`config.mk`:
```
export PLATFORM = sky130hd
export DESIGN_NAME = hazard_fwd_ctrl_flat
export DESIGN_NICKNAME = d
export VERILOG_FILES = /design/src/rtl/hazard_fwd_ctrl_if.sv /design/src/rtl/hazard_fwd_ctrl.sv /design/src/flat_wrapper.sv
export SDC_FILE = /design/constraint.sdc
export NUM_CORES = 1
export LEC_CHECK = 0
export ABC_AREA = 1
export CAP_MARGIN = 0
export CORE_AREA = 4 4 76 78
export DETAILED_ROUTE_END_ITERATION = 12
export DIE_AREA = 0 0 80 82
export GPL_TIMING_DRIVEN = 1
export HOLD_SLACK_MARGIN = 0.05
export MAX_ROUTING_LAYER = met4
export PLACE_DENSITY = 0.74
export SLEW_MARGIN = 25
export SYNTH_ARGS = -nofsm -noshare
export SYNTH_HDL_FRONTEND = slang
export SYNTH_SLANG_ARGS = --single-unit
export TNS_END_PERCENT = 10
```
`constraint.sdc`:
```
create_clock -name clk -period 4.6 [get_ports clk]
set_clock_uncertainty 0.2 [all_clocks]
set_input_delay 0.69 -clock clk [delete_from_list [all_inputs] [get_ports clk]]
set_output_delay 0.69 -clock clk [all_outputs]
set_load 0.02 [all_outputs]
```
`src/rtl/hazard_fwd_ctrl_if.sv`:
```
// Decode-stage hazard/forwarding bus: D-stage operand info in, stall and forwarding selects out.
// stall_cnt exists only when HAZ_PERF_CNT_EN is defined.
interface hazard_fwd_ctrl_if #(
  parameter int RA_W = 5
`ifdef HAZ_PERF_CNT_EN
  , parameter int CNT_W = 32
`endif
);
  logic [RA_W-1:0] rs_D;
  logic [RA_W-1:0] rt_D;
  logic [1:0]      tuse_rs_D;
  logic [1:0]      tuse_rt_D;
  logic [RA_W-1:0] dst_D;
  logic [1:0]      res_D;
  logic            stall;
  logic [2:0]      selRsD;
  logic [2:0]      selRtD;
  logic [2:0]      selRsE;
  logic [2:0]      selRtE;
  logic [2:0]      selRtM;
`ifdef HAZ_PERF_CNT_EN
  logic [CNT_W-1:0] stall_cnt;
`endif

  modport master (
    output rs_D, rt_D, tuse_rs_D, tuse_rt_D, dst_D, res_D,
`ifdef HAZ_PERF_CNT_EN
    input  stall_cnt,
`endif
    input  stall, selRsD, selRtD, selRsE, selRtE, selRtM
  );

  modport slave (
    input  rs_D, rt_D, tuse_rs_D, tuse_rt_D, dst_D, res_D,
`ifdef HAZ_PERF_CNT_EN
    output stall_cnt,
`endif
    output stall, selRsD, selRtD, selRsE, selRtE, selRtM
  );
endinterface

```
`src/rtl/hazard_fwd_ctrl.sv`:
```
// Hazard/forwarding controller: shadows E/M/W destination info and drives stall plus forwarding selects.
// Define HAZ_PERF_CNT_EN to add the saturating stall-cycle counter (stall_cnt).
module hazard_fwd_ctrl #(
  parameter int RA_W = 5
`ifdef HAZ_PERF_CNT_EN
  , parameter int CNT_W = 32
`endif
) (
  input logic              clk,
  input logic              reset_n,
  hazard_fwd_ctrl_if.slave bus
);
  localparam logic [1:0] RES_NONE = 2'd0;
  localparam logic [1:0] RES_ALU  = 2'd1;
  localparam logic [1:0] RES_MEM  = 2'd2;
  localparam logic [1:0] RES_PC8  = 2'd3;

  logic [RA_W-1:0] e_rs_reg, e_rt_reg, e_dst_reg;
  logic [1:0]      e_res_reg, e_tnew_reg;
  logic [RA_W-1:0] m_rt_reg, m_dst_reg;
  logic [1:0]      m_res_reg, m_tnew_reg;
  logic [RA_W-1:0] w_dst_reg;
  logic [1:0]      w_res_reg;

  logic [1:0] tnew_d;
  logic       e_valid, m_valid, w_valid;
  logic       stall;

  always_comb begin
    case (bus.res_D)
      RES_ALU: tnew_d = 2'd1;
      RES_MEM: tnew_d = 2'd2;
      default: tnew_d = 2'd0;
    endcase
  end

  // A zero destination or no result never matches, so register 0 is never forwarded.
  assign e_valid = (e_dst_reg != '0) && (e_res_reg != RES_NONE);
  assign m_valid = (m_dst_reg != '0) && (m_res_reg != RES_NONE);
  assign w_valid = (w_dst_reg != '0) && (w_res_reg != RES_NONE);

  generate
    for (genvar gi = 0; gi < 2; gi++) begin : g_d_op
      logic [RA_W-1:0] addr;
      logic [1:0]      tuse;
      logic            e_hit, m_hit, w_hit, hazard;
      logic [2:0]      sel;

      assign addr  = (gi == 0) ? bus.rs_D : bus.rt_D;
      assign tuse  = (gi == 0) ? bus.tuse_rs_D : bus.tuse_rt_D;
      assign e_hit = e_valid && (e_dst_reg == addr);
      assign m_hit = m_valid && (m_dst_reg == addr);
      assign w_hit = w_valid && (w_dst_reg == addr);
      // W always has tnew 0, so it can never cause a stall.
      assign hazard = (tuse != 2'd3) &&
                      ((e_hit && (e_tnew_reg > tuse)) || (m_hit && (m_tnew_reg > tuse)));

      always_comb begin
        sel = 3'd0;
        if (e_hit) begin
          if (e_res_reg == RES_PC8) sel = 3'd1;
        end else if (m_hit) begin
          case (m_res_reg)
            RES_PC8: sel = 3'd2;
            RES_ALU: sel = 3'd3;
            default: sel = 3'd0;
          endcase
        end else if (w_hit) begin
          sel = (w_res_reg == RES_PC8) ? 3'd4 : 3'd5;
        end
      end
    end

    for (genvar gi = 0; gi < 2; gi++) begin : g_e_op
      logic [RA_W-1:0] addr;
      logic            m_hit, w_hit;
      logic [2:0]      sel;

      assign addr  = (gi == 0) ? e_rs_reg : e_rt_reg;
      assign m_hit = m_valid && (m_dst_reg == addr);
      assign w_hit = w_valid && (w_dst_reg == addr);

      always_comb begin
        sel = 3'd0;
        if (m_hit) begin
          case (m_res_reg)
            RES_PC8: sel = 3'd1;
            RES_ALU: sel = 3'd2;
            default: sel = 3'd0;
          endcase
        end else if (w_hit) begin
          sel = (w_res_reg == RES_PC8) ? 3'd3 : 3'd4;
        end
      end
    end
  endgenerate

  logic       m_w_hit;
  logic [2:0] sel_rt_m;

  assign m_w_hit  = w_valid && (w_dst_reg == m_rt_reg);
  assign sel_rt_m = !m_w_hit ? 3'd0 : ((w_res_reg == RES_PC8) ? 3'd1 : 3'd2);

  assign stall      = g_d_op[0].hazard | g_d_op[1].hazard;
  assign bus.stall  = stall;
  assign bus.selRsD = g_d_op[0].sel;
  assign bus.selRtD = g_d_op[1].sel;
  assign bus.selRsE = g_e_op[0].sel;
  assign bus.selRtE = g_e_op[1].sel;
  assign bus.selRtM = sel_rt_m;

  always_ff @(posedge clk or negedge reset_n) begin
    if (!reset_n) begin
      e_rs_reg   <= '0;
      e_rt_reg   <= '0;
      e_dst_reg  <= '0;
      e_res_reg  <= '0;
      e_tnew_reg <= '0;
      m_rt_reg   <= '0;
      m_dst_reg  <= '0;
      m_res_reg  <= '0;
      m_tnew_reg <= '0;
      w_dst_reg  <= '0;
      w_res_reg  <= '0;
    end else begin
      w_dst_reg  <= m_dst_reg;
      w_res_reg  <= m_res_reg;
      m_rt_reg   <= e_rt_reg;
      m_dst_reg  <= e_dst_reg;
      m_res_reg  <= e_res_reg;
      m_tnew_reg <= (e_tnew_reg == 2'd0) ? 2'd0 : e_tnew_reg - 2'd1;
      // A stalled D instruction stays put; E takes a bubble instead.
      if (stall) begin
        e_rs_reg   <= '0;
        e_rt_reg   <= '0;
        e_dst_reg  <= '0;
        e_res_reg  <= '0;
        e_tnew_reg <= '0;
      end else begin
        e_rs_reg   <= bus.rs_D;
        e_rt_reg   <= bus.rt_D;
        e_dst_reg  <= bus.dst_D;
        e_res_reg  <= bus.res_D;
        e_tnew_reg <= tnew_d;
      end
    end
  end

`ifdef HAZ_PERF_CNT_EN
  logic [CNT_W-1:0] stall_cnt_reg;

  always_ff @(posedge clk or negedge reset_n) begin
    if (!reset_n) begin
      stall_cnt_reg <= '0;
    end else if (stall && (stall_cnt_reg != '1)) begin
      stall_cnt_reg <= stall_cnt_reg + CNT_W'(1);
    end
  end

  assign bus.stall_cnt = stall_cnt_reg;
`endif
endmodule

```
`src/flat_wrapper.sv`:
```
// flat-port wrapper written by rule: the top's interface ports become plain ports
module hazard_fwd_ctrl_flat 
#(
  parameter int RA_W = 5

)
  (clk, reset_n, bus_rs_D, bus_rt_D, bus_tuse_rs_D, bus_tuse_rt_D, bus_dst_D, bus_res_D, bus_stall, bus_selRsD, bus_selRtD, bus_selRsE, bus_selRtE, bus_selRtM);
  hazard_fwd_ctrl_if #(.RA_W(RA_W)) bus_i ();
  input logic clk;
  input logic reset_n;
  input wire logic [$bits(bus_i.rs_D)-1:0] bus_rs_D;
  input wire logic [$bits(bus_i.rt_D)-1:0] bus_rt_D;
  input wire logic [$bits(bus_i.tuse_rs_D)-1:0] bus_tuse_rs_D;
  input wire logic [$bits(bus_i.tuse_rt_D)-1:0] bus_tuse_rt_D;
  input wire logic [$bits(bus_i.dst_D)-1:0] bus_dst_D;
  input wire logic [$bits(bus_i.res_D)-1:0] bus_res_D;
  output wire logic [$bits(bus_i.stall)-1:0] bus_stall;
  output wire logic [$bits(bus_i.selRsD)-1:0] bus_selRsD;
  output wire logic [$bits(bus_i.selRtD)-1:0] bus_selRtD;
  output wire logic [$bits(bus_i.selRsE)-1:0] bus_selRsE;
  output wire logic [$bits(bus_i.selRtE)-1:0] bus_selRtE;
  output wire logic [$bits(bus_i.selRtM)-1:0] bus_selRtM;
  assign bus_i.rs_D = bus_rs_D;
  assign bus_i.rt_D = bus_rt_D;
  assign bus_i.tuse_rs_D = bus_tuse_rs_D;
  assign bus_i.tuse_rt_D = bus_tuse_rt_D;
  assign bus_i.dst_D = bus_dst_D;
  assign bus_i.res_D = bus_res_D;
  assign bus_stall = bus_i.stall;
  assign bus_selRsD = bus_i.selRsD;
  assign bus_selRtD = bus_i.selRtD;
  assign bus_selRsE = bus_i.selRsE;
  assign bus_selRtE = bus_i.selRtE;
  assign bus_selRtM = bus_i.selRtM;
  hazard_fwd_ctrl #(.RA_W(RA_W)) u_core (.clk(clk), .reset_n(reset_n), .bus(bus_i));
endmodule
```
# Word-level counts from Yosys, hierarchy flattened
# Cells that the tools add are included.
# W data, S select, Z words.
dict set report word_totals {
  reg_bits 40
  inputBits 23
  output_inout_bits 16
}
dict set report classes {
  addsub 1
  n_lt_le_gt_ge 4
  eq_ne 19
  mux 24
  n_bitwise 1
  reduce_logical 29
}
# op count
set ops {}
lappend ops {{$eq A5 B5 Y1} 11}
lappend ops {{$mux W3} 12}
lappend ops {{$logic_and A1 B1 Y1} 20}
lappend ops {{$mux W5} 3}
lappend ops {{$reduce_bool A5 Y1} 3}
lappend ops {{$pmux W2 S2} 3}
lappend ops {{$eq A2 B2 Y1 const B} 4}
lappend ops {{$gt A2 B2 Y1} 4}
lappend ops {{$mux W2} 4}
lappend ops {{$reduce_bool A2 Y1} 3}
lappend ops {{$eq A2 B1 Y1 const B} 2}
lappend ops {{$ne A2 B2 Y1 const B} 2}
lappend ops {{$logic_not A2 Y1} 1}
lappend ops {{$logic_or A1 B1 Y1} 2}
lappend ops {{$mux W1} 2}
lappend ops {{$sub A2 B1 Y2 const B} 1}
lappend ops {{$or A1 B1 Y1} 1}

# Logic depth before layout (Yosys ltp)
# Gate-level depths: netlist of the first run.
dict set report logic_depth {
  word_depth 8
  ltp_mapped 12
  depth_no_buf 11
}

# Worst setup path after synthesis of the first run
# Ideal clock, no wire load.
dict set report synth_timing {
  path_type {in2out}
  from {input bus_rt_D[1]}
  to {output bus_selRtD[0]}
  arrival_time_ps 1693
  required_ps 3710
  slack_ps 2017
  path_stages 10
  path_cell_list {inv_2 nand2_1 o21ai_0 nor2_1 nand3_1 nor2_1 nand2_1 nor2_1 nand2_1 nand2_1}
}
dict set report synth_between {
  elab_chain_len 5
  elab_cells_between_ends 9
}
# item line
set synth_lines {}
lappend synth_lines {{from (decl)} flat_wrapper.sv:12} ;# input wire logic [$bits(bus_i.rt_D)-1:0] bus_rt_D;
lappend synth_lines {{$eq A5 B5 Y1} hazard_fwd_ctrl.sv:53} ;# assign w_hit = w_valid && (w_dst_reg == addr);
lappend synth_lines {{$logic_and A1 B1 Y1} hazard_fwd_ctrl.sv:53}
lappend synth_lines {{$mux W3} hazard_fwd_ctrl.sv:68} ;# end else if (w_hit) begin
lappend synth_lines {{$mux W3} hazard_fwd_ctrl.sv:62} ;# end else if (m_hit) begin
lappend synth_lines {{$mux W3 (*)} hazard_fwd_ctrl.sv:60} ;# if (e_hit) begin
lappend synth_lines {{to (decl)} flat_wrapper.sv:19} ;# output wire logic [$bits(bus_i.selRtD)-1:0] bus_selRtD;
# Mark *: on every way between the ends. The rest lies on a longest branch, timed or not.

# Final worst setup path of the first run
dict set report layout_timing {
  from {input bus_tuse_rs_D[1]}
  to {output bus_stall}
}
dict set report layout_between {
  elab_chain_len 5
  elab_cells_between_ends 8
}
# item line
set layout_lines {}
lappend layout_lines {{from (decl)} flat_wrapper.sv:13} ;# input wire logic [$bits(bus_i.tuse_rs_D)-1:0] bus_tuse_rs_D;
lappend layout_lines {{$gt A2 B2 Y1} hazard_fwd_ctrl.sv:56} ;# ((e_hit && (e_tnew_reg > tuse)) || (m_hit && (m_tnew_reg > tuse)));
lappend layout_lines {{$logic_and A1 B1 Y1} hazard_fwd_ctrl.sv:56}
lappend layout_lines {{$logic_or A1 B1 Y1} hazard_fwd_ctrl.sv:56}
lappend layout_lines {{$logic_and A1 B1 Y1 (*)} hazard_fwd_ctrl.sv:55} ;# assign hazard = (tuse != 2'd3) &&
lappend layout_lines {{$or A1 B1 Y1 (*)} hazard_fwd_ctrl.sv:104} ;# assign stall = g_d_op[0].hazard | g_d_op[1].hazard;
lappend layout_lines {{to (decl)} flat_wrapper.sv:17} ;# output wire logic [$bits(bus_i.stall)-1:0] bus_stall;
# Marks and branches as above.

==> results of run 1 <==
critical path: stages:
cell and delay [ns]:
clkdlybuf4s50_1 0.48, inv_1 0.07, ha_1 0.31, a22oi_1 0.22, nand4_1 0.13, nand2_1 0.07
nand2_1 0.06, nand2_2 0.07, clkdlybuf4s50_1 0.61
layer usage:
layer | vias up | wire length (um) | track usage (%)
met3 | 7 | 157 | 3.29
met2 | 33 | 2590 | 31.2
met5 | - | 0 | -
li1 | 969 | - | -
met4 | 0 | 82 | 5.57
met1 | 866 | 2170 | 20.0
cells in the mapped netlist:
| master | instances |
|---|---|
| a21oi_1 | 6 |
| a22oi_1 | 2 |
| and3_1 | 1 |
| buf_4 | 6 |
| buf_6 | 7 |
| clkinv_1 | 1 |
| conb_1 | 1 |
| dfrtp_1 | 40 |
| ha_1 | 8 |
| inv_1 | 37 |
| inv_2 | 7 |
| nand2_1 | 53 |
| nand2_2 | 2 |
| nand3_1 | 12 |
| nand3_2 | 1 |
| nand4_1 | 8 |
| nor2_1 | 25 |
| nor2_2 | 23 |
| nor3_1 | 7 |
| o21ai_0 | 7 |
| or2_0 | 2 |
| xnor2_1 | 24 |
| xor2_1 | 21 |
cell usage in the layout, fill, tap and decap left out:
cell	Yosys	routed
nand2_1	53	53
dfrtp_1	40	40
inv_1	37	37
clkdlybuf4s50_1	0	36
nor2_1	25	25
xnor2_1	24	24
nor2_2	23	23
xor2_1	21	21
nand3_1	12	12
nand4_1	8	8
ha_1	8	8
nor3_1	7	7
o21ai_0	7	7
inv_2	7	7
a21oi_1	6	6
clkbuf_8	0	5
or2_0	2	2
nand2_2	2	2
a22oi_1	2	2
clkinv_1	1	1
nand3_2	1	1
and3_1	1	1
conb_1	1	1
buf_2	0	1
buf_4	6	1
path summary, 6_finish.rpt:
path                                           startpoint                             to
setup / recovery                         bus_tuse_rs_D[1]                      bus_stall
hold / removal              u_core.e_res_reg[0]$_DFF_PN0_  u_core.m_res_reg[0]$_DFF_PN0_
setup reg to reg           u_core.e_tnew_reg[1]$_DFF_PN0_   u_core.e_rt_reg[4]$_DFF_PN0_
hold reg to reg             u_core.e_res_reg[0]$_DFF_PN0_  u_core.m_res_reg[0]$_DFF_PN0_
max in group asynchronous                         reset_n  u_core.m_res_reg[1]$_DFF_PN0_
min in group asynchronous                         reset_n  u_core.e_dst_reg[0]$_DFF_PN0_
cells by family after synthesis:
| group | share of synthesized area [%] |
|---|---|
| DFF | 40.1 |
| other | 0.150 |
| AOI/OAI and AO/OA | 3.21 |
| buffers and inverters | 11.7 |
| and+or+nand+nor | 25.0 |
| adders and majority gates | 4.01 |
| xor gates and xnor gates | 15.8 |
power breakdown:
part / internal [mW] / switching, mW
logic: 0.0717 / 0.0777
clock network: 0.0976 / 0.107
registers: 0.373 / 0.0298
layout make-up:
type | count | area, um2
repair buffers | 38 | 373
fillers | 490 | 2170
inverters | 45 | 169
clock buffers | 5 | 68.8
well taps | 70 | 87.6
flip-flops and latches | 40 | 1000
multi-input cells | 203 | 1200
stage by stage:
step                      hold WS, ns  cells  instance area (um2)
after CTS                       0.223    401                 2900
after detailed placement        0.209    396                 2830
final                           0.229    401                 2900
after global routing            0.233    401                 2900
after global placement          0.192    396                 2830
after floorplan                 0.167    301                 2490
==> results.sh, run 1 <==
export IMPL_finalSetupViolCount=0
export IMPL_drt_wl_total_um=5010
export IMPL_required_ns=3.71
export IMPL_setup_ws_ns=1.00
export IMPL_grt_pass1_vias=1884
export IMPL_cp_end_kind="output port"
export IMPL_post_route_min_period_ns=3.60
export IMPL_ys_warnings_count=0
export IMPL_rrSetupSlack_ns=2.66
export IMPL_worstSetupPathType="in -> out"
export IMPL_p_total_mw=0.757
export IMPL_ant_nets=0
export IMPL_synth_area_leader_cell="dfrtp_1"
export IMPL_gp_congestion=0.854
export IMPL_place_ws_ns=1.01
export IMPL_ir_drop_mv=0.150
export IMPL_cap_violations=0
export IMPL_ctsHoldBuffers=0
export IMPL_fmax_ghz=0.278
export IMPL_dr_first_iter_drc_count=86
export IMPL_path_max_fanout=2
export IMPL_drive_above_1_share_pct=12.1
export IMPL_min_path_type="reg -> reg"
export IMPL_fin_crit_sh_pct=78.2
export IMPL_portBuffers=37
export IMPL_start_kind="input pin"
export IMPL_yosys_top_cells_area="dfrtp_1, xnor2_1, nand2_1"
export IMPL_fin_nets=364
export IMPL_grt_antenna_before_repair=0
export IMPL_core_mm2=0.00507
export IMPL_rsz0062_at_grt="no"
export IMPL_p_leak_nw=1.37
export IMPL_clk_pin_slew_ns=0.07
export IMPL_ys_ff_latch=40
export IMPL_syn_inst=301
export IMPL_finalHoldViolations=0
export IMPL_power_density_mw_per_mm2=261
export IMPL_design_die_area_mm2=0.00656
export IMPL_holdPathStages=0
export IMPL_syn_cell_area_mm2=0.00249
export IMPL_n_antenna_cell=0
export IMPL_clock_sinks=40
export IMPL_arrival_ns=2.71
export IMPL_grt_overflow_total=0
export IMPL_start_util_pct=49.2
export IMPL_routed_via_density=4.68
export IMPL_dr_pass1_iters=4
export IMPL_tightest_slew_ns=0.863
export IMPL_h_tree_depth=2
export IMPL_die_x_um=80
export IMPL_grt_use_total_pct=17.5
export IMPL_ioPinCount=39
export IMPL_slew_headroom_pct=42.5
export IMPL_final_core_utilization_pct=57.1
export IMPL_wire_per_inst_um=12.5
export IMPL_cts_resized_gates=0
export IMPL_rows=26
export IMPL_cts_buffers=5
export IMPL_fp_dieH_um=82
export IMPL_cts_root_buf="clkbuf_8"
export IMPL_yosysSeqAreaShare_pct=40.1
export IMPL_area_growth_pct=16.2
export IMPL_num_vias=1875
export IMPL_yosysTopAreaCellShare_pct=40.1
export IMPL_post_cts_setup_buffers=0
export IMPL_synth_avg_cell_area_um2=8.29
export IMPL_cts_tree="yes"
export IMPL_reg2reg_depth=9
export IMPL_hpwl_um=3960
export IMPL_ys_types=23
export IMPL_clock_path_buffers=2
export IMPL_final_max_slew_viol_count=0
export IMPL_status="completed"
export IMPL_drc=0
export IMPL_grt_pass1_wl_um=8490
export IMPL_tns_ns=0
export IMPL_insertion_delay_ns=0.29
export IMPL_grt_max_degree=41
export IMPL_synth_fp_nets=332
(Power assumes the default switching activity.)
==> run 2, diff against run 1 <==
==> constraint.sdc (replaced) <==
create_clock -name clk -period 3.7 [get_ports clk]
set_clock_uncertainty 0.2 [all_clocks]
set_input_delay 0.555 -clock clk [delete_from_list [all_inputs] [get_ports clk]]
set_output_delay 0.555 -clock clk [all_outputs]
set_load 0.02 [all_outputs]
==> run 2 against run 1 <==
Net effect: wire length decreased by 2.5%; via count increased by 0.21%; final cell count increased by 0.75%; worst hold slack got worse by 0.060 ns; sequential cell count unchanged; register-to-register slack got worse by 0.91 ns; critical path depth unchanged; clock power increased by 44%; non-clock buffer count unchanged; first-iteration DRC count decreased by 1.2%; critical path type unchanged.
==> results.sh, run 2 (synthesis gave the netlist of run 1 again) <==
export IMPL_ant_nets=0
export IMPL_drc=0
export IMPL_rrSetupSlack_ns=1.75
export IMPL_p_total_mw=0.978
export IMPL_finalHoldViolations=0
export IMPL_postLayoutCellArea_mm2=0.00292
export IMPL_cts_root_buf="clkbuf_8"
export IMPL_fp_dieH_um=82
export IMPL_rsz0062_at_grt="no"
export IMPL_fmax_ghz=0.301
export IMPL_slowest_stage="clkdlybuf4s50_1"
export IMPL_cts_tree="yes"
export IMPL_clk_pin_slew_ns=0.07
export IMPL_critPathMaxStageDelay_ns=0.61
export IMPL_core_mm2=0.00507
export IMPL_power_density_mw_per_mm2=335
export IMPL_layout_cells_most_common="nand2_1"
export IMPL_dr_first_iter_drc_count=85
export IMPL_grt_antenna_before_repair=0
export IMPL_grt_pass1_vias=1933
export IMPL_clock_sinks=40
export IMPL_insertion_delay_ns=0.29
export IMPL_reg2reg_depth=9
export IMPL_finalSetupViolCount=0
export IMPL_rows=26
export IMPL_area_growth_pct=17.1
export IMPL_n_antenna_cell=0
export IMPL_start_kind="input pin"
export IMPL_start_util_pct=49.2
export IMPL_drive_above_1_share_pct=12.3
export IMPL_status="completed"
export IMPL_r2r_end="u_core.e_rt_reg[4]$_DFF_PN0_"
export IMPL_ioPinCount=39
export IMPL_worstPathCellList="clkdlybuf4s50_1 > inv_1 > ha_1 > a22oi_1 > nand4_1 > nand2_1 > nand2_1 > nand2_2 > clkdlybuf4s50_1"
export IMPL_cp_end_kind="output port"
export IMPL_dr_pass1_iters=4
export IMPL_tightest_slew_ns=0.849
export IMPL_portBuffers=37
export IMPL_grt_overflow_total=0
export IMPL_cts_resized_gates=0
export IMPL_grt_use_total_pct=18.0
export IMPL_tns_ns=0
export IMPL_wire_per_inst_um=12.1
export IMPL_worstSetupPathType="in -> out"
export IMPL_h_tree_depth=2
export IMPL_place_area_mm2=0.00283
export IMPL_die_x_um=80
export IMPL_required_ns=2.94
export IMPL_fin_crit_sh_pct=89.8
export IMPL_p_leak_nw=1.38
export IMPL_ir_drop_mv=0.184
export IMPL_drt_wl_total_um=4880
export IMPL_arrival_ns=2.57
export IMPL_layout_cells_most_common_list="nand2_1, dfrtp_1, inv_1"
export IMPL_grt_max_degree=41
export IMPL_num_vias=1879
export IMPL_slew_headroom_pct=43.4
export IMPL_design_die_area_mm2=0.00656
export IMPL_hpwl_um=3940
export IMPL_routed_via_density=4.65
export IMPL_gp_congestion=0.855
export IMPL_cts_buffers=5
export IMPL_post_cts_setup_buffers=0
export IMPL_clock_path_buffers=2
export IMPL_ctsHoldBuffers=0
export IMPL_fin_nets=364
export IMPL_post_route_min_period_ns=3.32
export IMPL_path_max_fanout=2
export IMPL_final_max_slew_viol_count=0
export IMPL_min_path_type="in -> async"
export IMPL_cap_violations=0
export IMPL_grt_pass1_wl_um=8630
export IMPL_r2r_start="u_core.e_tnew_reg[1]$_DFF_PN0_"
-- run 2: final cells by class --
| cell class | count | area, um2 |
|---|---|---|
| Sequential cell | 40 | 1000 |
| Inverter | 45 | 169 |
| Fill cell | 481 | 2150 |
| Tap cell | 70 | 87.6 |
| Timing Repair Buffer | 38 | 373 |
| Clock buffer | 8 | 90.1 |
| Multi-Input combinational cell | 203 | 1200 |
-- run 2: where the power goes --
group          total [mW]  internal, mW  switching [mW]
Combinational       0.184        0.0890          0.0953
Sequential          0.501         0.464          0.0370
Clock               0.293         0.152           0.141
Total               0.978         0.705           0.273
-- run 2: worst max path at each step --
stage,endpoint,startpoint,slack (ns)
global placement,bus_stall,bus_tuse_rt_D[1],0.40
floorplan,bus_selRtD[0],bus_rt_D[1],1.39
finish,bus_stall,bus_tuse_rt_D[1],0.38
detailed placement,bus_stall,bus_tuse_rt_D[1],0.37
global route,bus_stall,bus_tuse_rs_D[1],0.16
CTS,bus_stall,bus_tuse_rt_D[1],0.36
-- run 2: metrics by stage --
| step | hold WS [ns] | util (%) | setup WS (ns) | cells |
|---|---|---|---|---|
| floorplan | 0.0594 | - | 1.39 | 301 |
| global placement | 0.192 | 55.8 | 0.397 | 396 |
| detailed placement | 0.213 | 55.8 | 0.365 | 396 |
| CTS | 0.199 | 57.6 | 0.355 | 404 |
| global route | 0.249 | 57.6 | 0.162 | 404 |
| finish | 0.170 | 57.6 | 0.377 | 404 |
-- run 2: metal layers --
| metal | part of all wire (%) | up-vias | global-route usage, % |
|---|---|---|---|
| met5 | 0 | - | - |
| met4 | 2.2 | 0 | 7.09 |
| met3 | 3.4 | 9 | 4.28 |
| met2 | 50 | 35 | 30.5 |
| met1 | 44 | 860 | 20.7 |
| li1 | - | 975 | - |
-- run 2: worst max-delay path: cells and delay by family --
family / cells / cell delay, ns
compound gates: 1 / 0.22
buf+inv: 3 / 1.16
simple gates: 4 / 0.33
fa+ha+maj: 1 / 0.31
==> patch: new RTL, config.mk and constraints of run 2 <==
`RA_W` is set to 5 in 3 places; all go to 7.
--- a/src/rtl/hazard_fwd_ctrl_if.sv
+++ b/src/rtl/hazard_fwd_ctrl_if.sv
@@ -2,5 +2,5 @@
 // stall_cnt exists only when HAZ_PERF_CNT_EN is defined.
 interface hazard_fwd_ctrl_if #(
-  parameter int RA_W = 5
+  parameter int RA_W = 7
 `ifdef HAZ_PERF_CNT_EN
   , parameter int CNT_W = 32
--- a/src/rtl/hazard_fwd_ctrl.sv
+++ b/src/rtl/hazard_fwd_ctrl.sv
@@ -2,5 +2,5 @@
 // Define HAZ_PERF_CNT_EN to add the saturating stall-cycle counter (stall_cnt).
 module hazard_fwd_ctrl #(
-  parameter int RA_W = 5
+  parameter int RA_W = 7
 `ifdef HAZ_PERF_CNT_EN
   , parameter int CNT_W = 32
--- a/src/flat_wrapper.sv
+++ b/src/flat_wrapper.sv
@@ -2,5 +2,5 @@
 module hazard_fwd_ctrl_flat 
 #(
-  parameter int RA_W = 5
+  parameter int RA_W = 7
 
 )
Ports: changed (resized bus_dst_D, bus_rs_D and bus_rt_D); port bits go from 39 to 45. The function was not compared with the original's and may differ.
==> patch against run 2 <==
- die area did not move
- cell area increased by 25%
- synthesized area increased by 25%
- maximum frequency is 5.4% lower
- worst hold slack worse by 0.12 ns
- total power increased by 22%
- sequential cell count rose by 12
- sequential share of layout area rose by 1.4 points
- worst setup slack worse by 0.19 ns
- utilization rose by 14 points
- wire length is 42% higher
- global-route usage rose by 5.6 points
- via count up 40%
==> patch: results (changes against run 2) <==
| Metric | Value |
|---|---|
| Status | finished, final reports clean (unchanged) |
| Dpl cells | 511 (was 396) |
| Fin nets | 485 (was 364) |
| Leading cell types by count after synthesis | 113 x nand2_1, 58 x nor2_1, 52 x dfrtp_1 (was 53 x nand2_1, 40 x dfrtp_1, 37 x inv_1) |
| Dpl hpwl | 5520 um (was 3940 um) |
| Synth area leaders | dfrtp_1 42%, nand2_1 14%, xnor2_1 8.7%, nor2_1 7.0%, inv_1 6.2% (was dfrtp_1 40%, xnor2_1 8.4%, nand2_1 8.0%, xor2_1 7.4%, nor2_2 5.8%) |
| Routability Congestion | 0.992 (was 0.855) |
| Met2 routed wirelength | 3320 um (was 2440 um) |
| Synth Register Bits | 52 (was 40) |
| Vias in the first global route | 2,459 (was 1,933) |
| Crit path max fanout | 4 (was 2) |
| Sequential element share of the synthesized area | 0.418 (was 0.401) |
| Pre-CTS setup slack | 0.232 ns (was 0.365 ns) |
| Fillers | 435 (was 481) |
| Clk slew on worst S/H paths | 0.10 ns (was 0.07 ns) |
| Switching share of power | 0.297 (was 0.279) |
| Fraction of area in multi-input gates | 0.416 (was 0.411) |
| Total GRT Usage | 0.236 (was 0.180) |
| Synth unique cells | 26 (was 23) |
| Mapped Nets | 447 (was 332) |
| Leak | 1.81 nW (was 1.38 nW) |
| Clock network share of area | 0.0264 (was 0.0308) |
| Met2 global-route usage | 0.379 (was 0.305) |
| Slew HR | 0.579 (was 0.434) |
| Buffer share of cell area | 0.119 (was 0.128) |
| Largest net degree at the start of global routing | 53 (was 41) |
| Clock Latency Late Sink | 0.31 ns (was 0.29 ns) |
| Via count | 2,627 (was 1,879) |
| M3 GR Usage | 0.0340 (was 0.0428) |
| Arrival time at the worst endpoint | 2.76 ns (was 2.57 ns) |
| M1 WL | 3080 um (was 2160 um) |
| Wire length per cell | 13.4 um (was 12.1 um) |
| # port buffers | 43 (was 37) |
| #MultiIn Comb | 290 (was 203) |
| Fraction of area in registers | 0.357 (was 0.343) |
| Mean Syn Cell Area | 7.59 um^2 (was 8.29 um^2) |
patch: worst paths after layout:
check	to	slack, ns	from	cells after the start
worst min register to register	u_core.m_dst_reg[6]	0.24	u_core.e_dst_reg[6]	0
worst max register to register	u_core.e_rs_reg[6]	1.61	u_core.m_dst_reg[3]	10
min in group clk	u_core.m_dst_reg[6]	0.24	u_core.e_dst_reg[6]	0
worst min-delay path	u_core.e_dst_reg[3]	0.05	reset_n	1
max in group asynchronous	u_core.e_rt_reg[6]	2.81	reset_n	1
worst max-delay path	bus_selRtD[0]	0.19	bus_rt_D[6]	12
patch: power by group through the flow:
stage / Sequential [mW] / Combinational, mW / Clock, mW
2_1_floorplan: 0.631 / 0.148 / 0
3_3_place_gp: 0.652 / 0.204 / 0
3_5_place_dp: 0.653 / 0.209 / 0
4_1_cts: 0.642 / 0.210 / 0.348
5_1_grt: 0.648 / 0.236 / 0.376
6_report: 0.642 / 0.209 / 0.340
patch: metrics by stage:
stage / power [mW] / cell area [um^2] / hold slack [ns]
finish: 1.19 / 3640 / 0.0464
global route: 1.26 / 3640 / 0.0945
CTS: 1.20 / 3640 / 0.0736
detailed placement: 0.862 / 3550 / 0.216
global placement: 0.856 / 3550 / 0.208
floorplan: 0.779 / 3110 / 0.0594
patch: critical path, delay by kind of cell:
family                 cells  cell delay [ns]
AND/OR/NAND/NOR            8             0.77
buffers and inverters      4             1.41
patch: logic make-up (layout without fill, tap and decap cells):
family	after synthesis	in the layout	share of synthesized area
buffers and inverters	68	107	0.0937
xor gates and xnor gates	51	51	0.144
other	1	1	0.00121
DFF	52	52	0.418
AOI/OAI and AO/OA	11	11	0.0181
adders and majority gates	8	8	0.0322
and+or+nand+nor	219	219	0.293
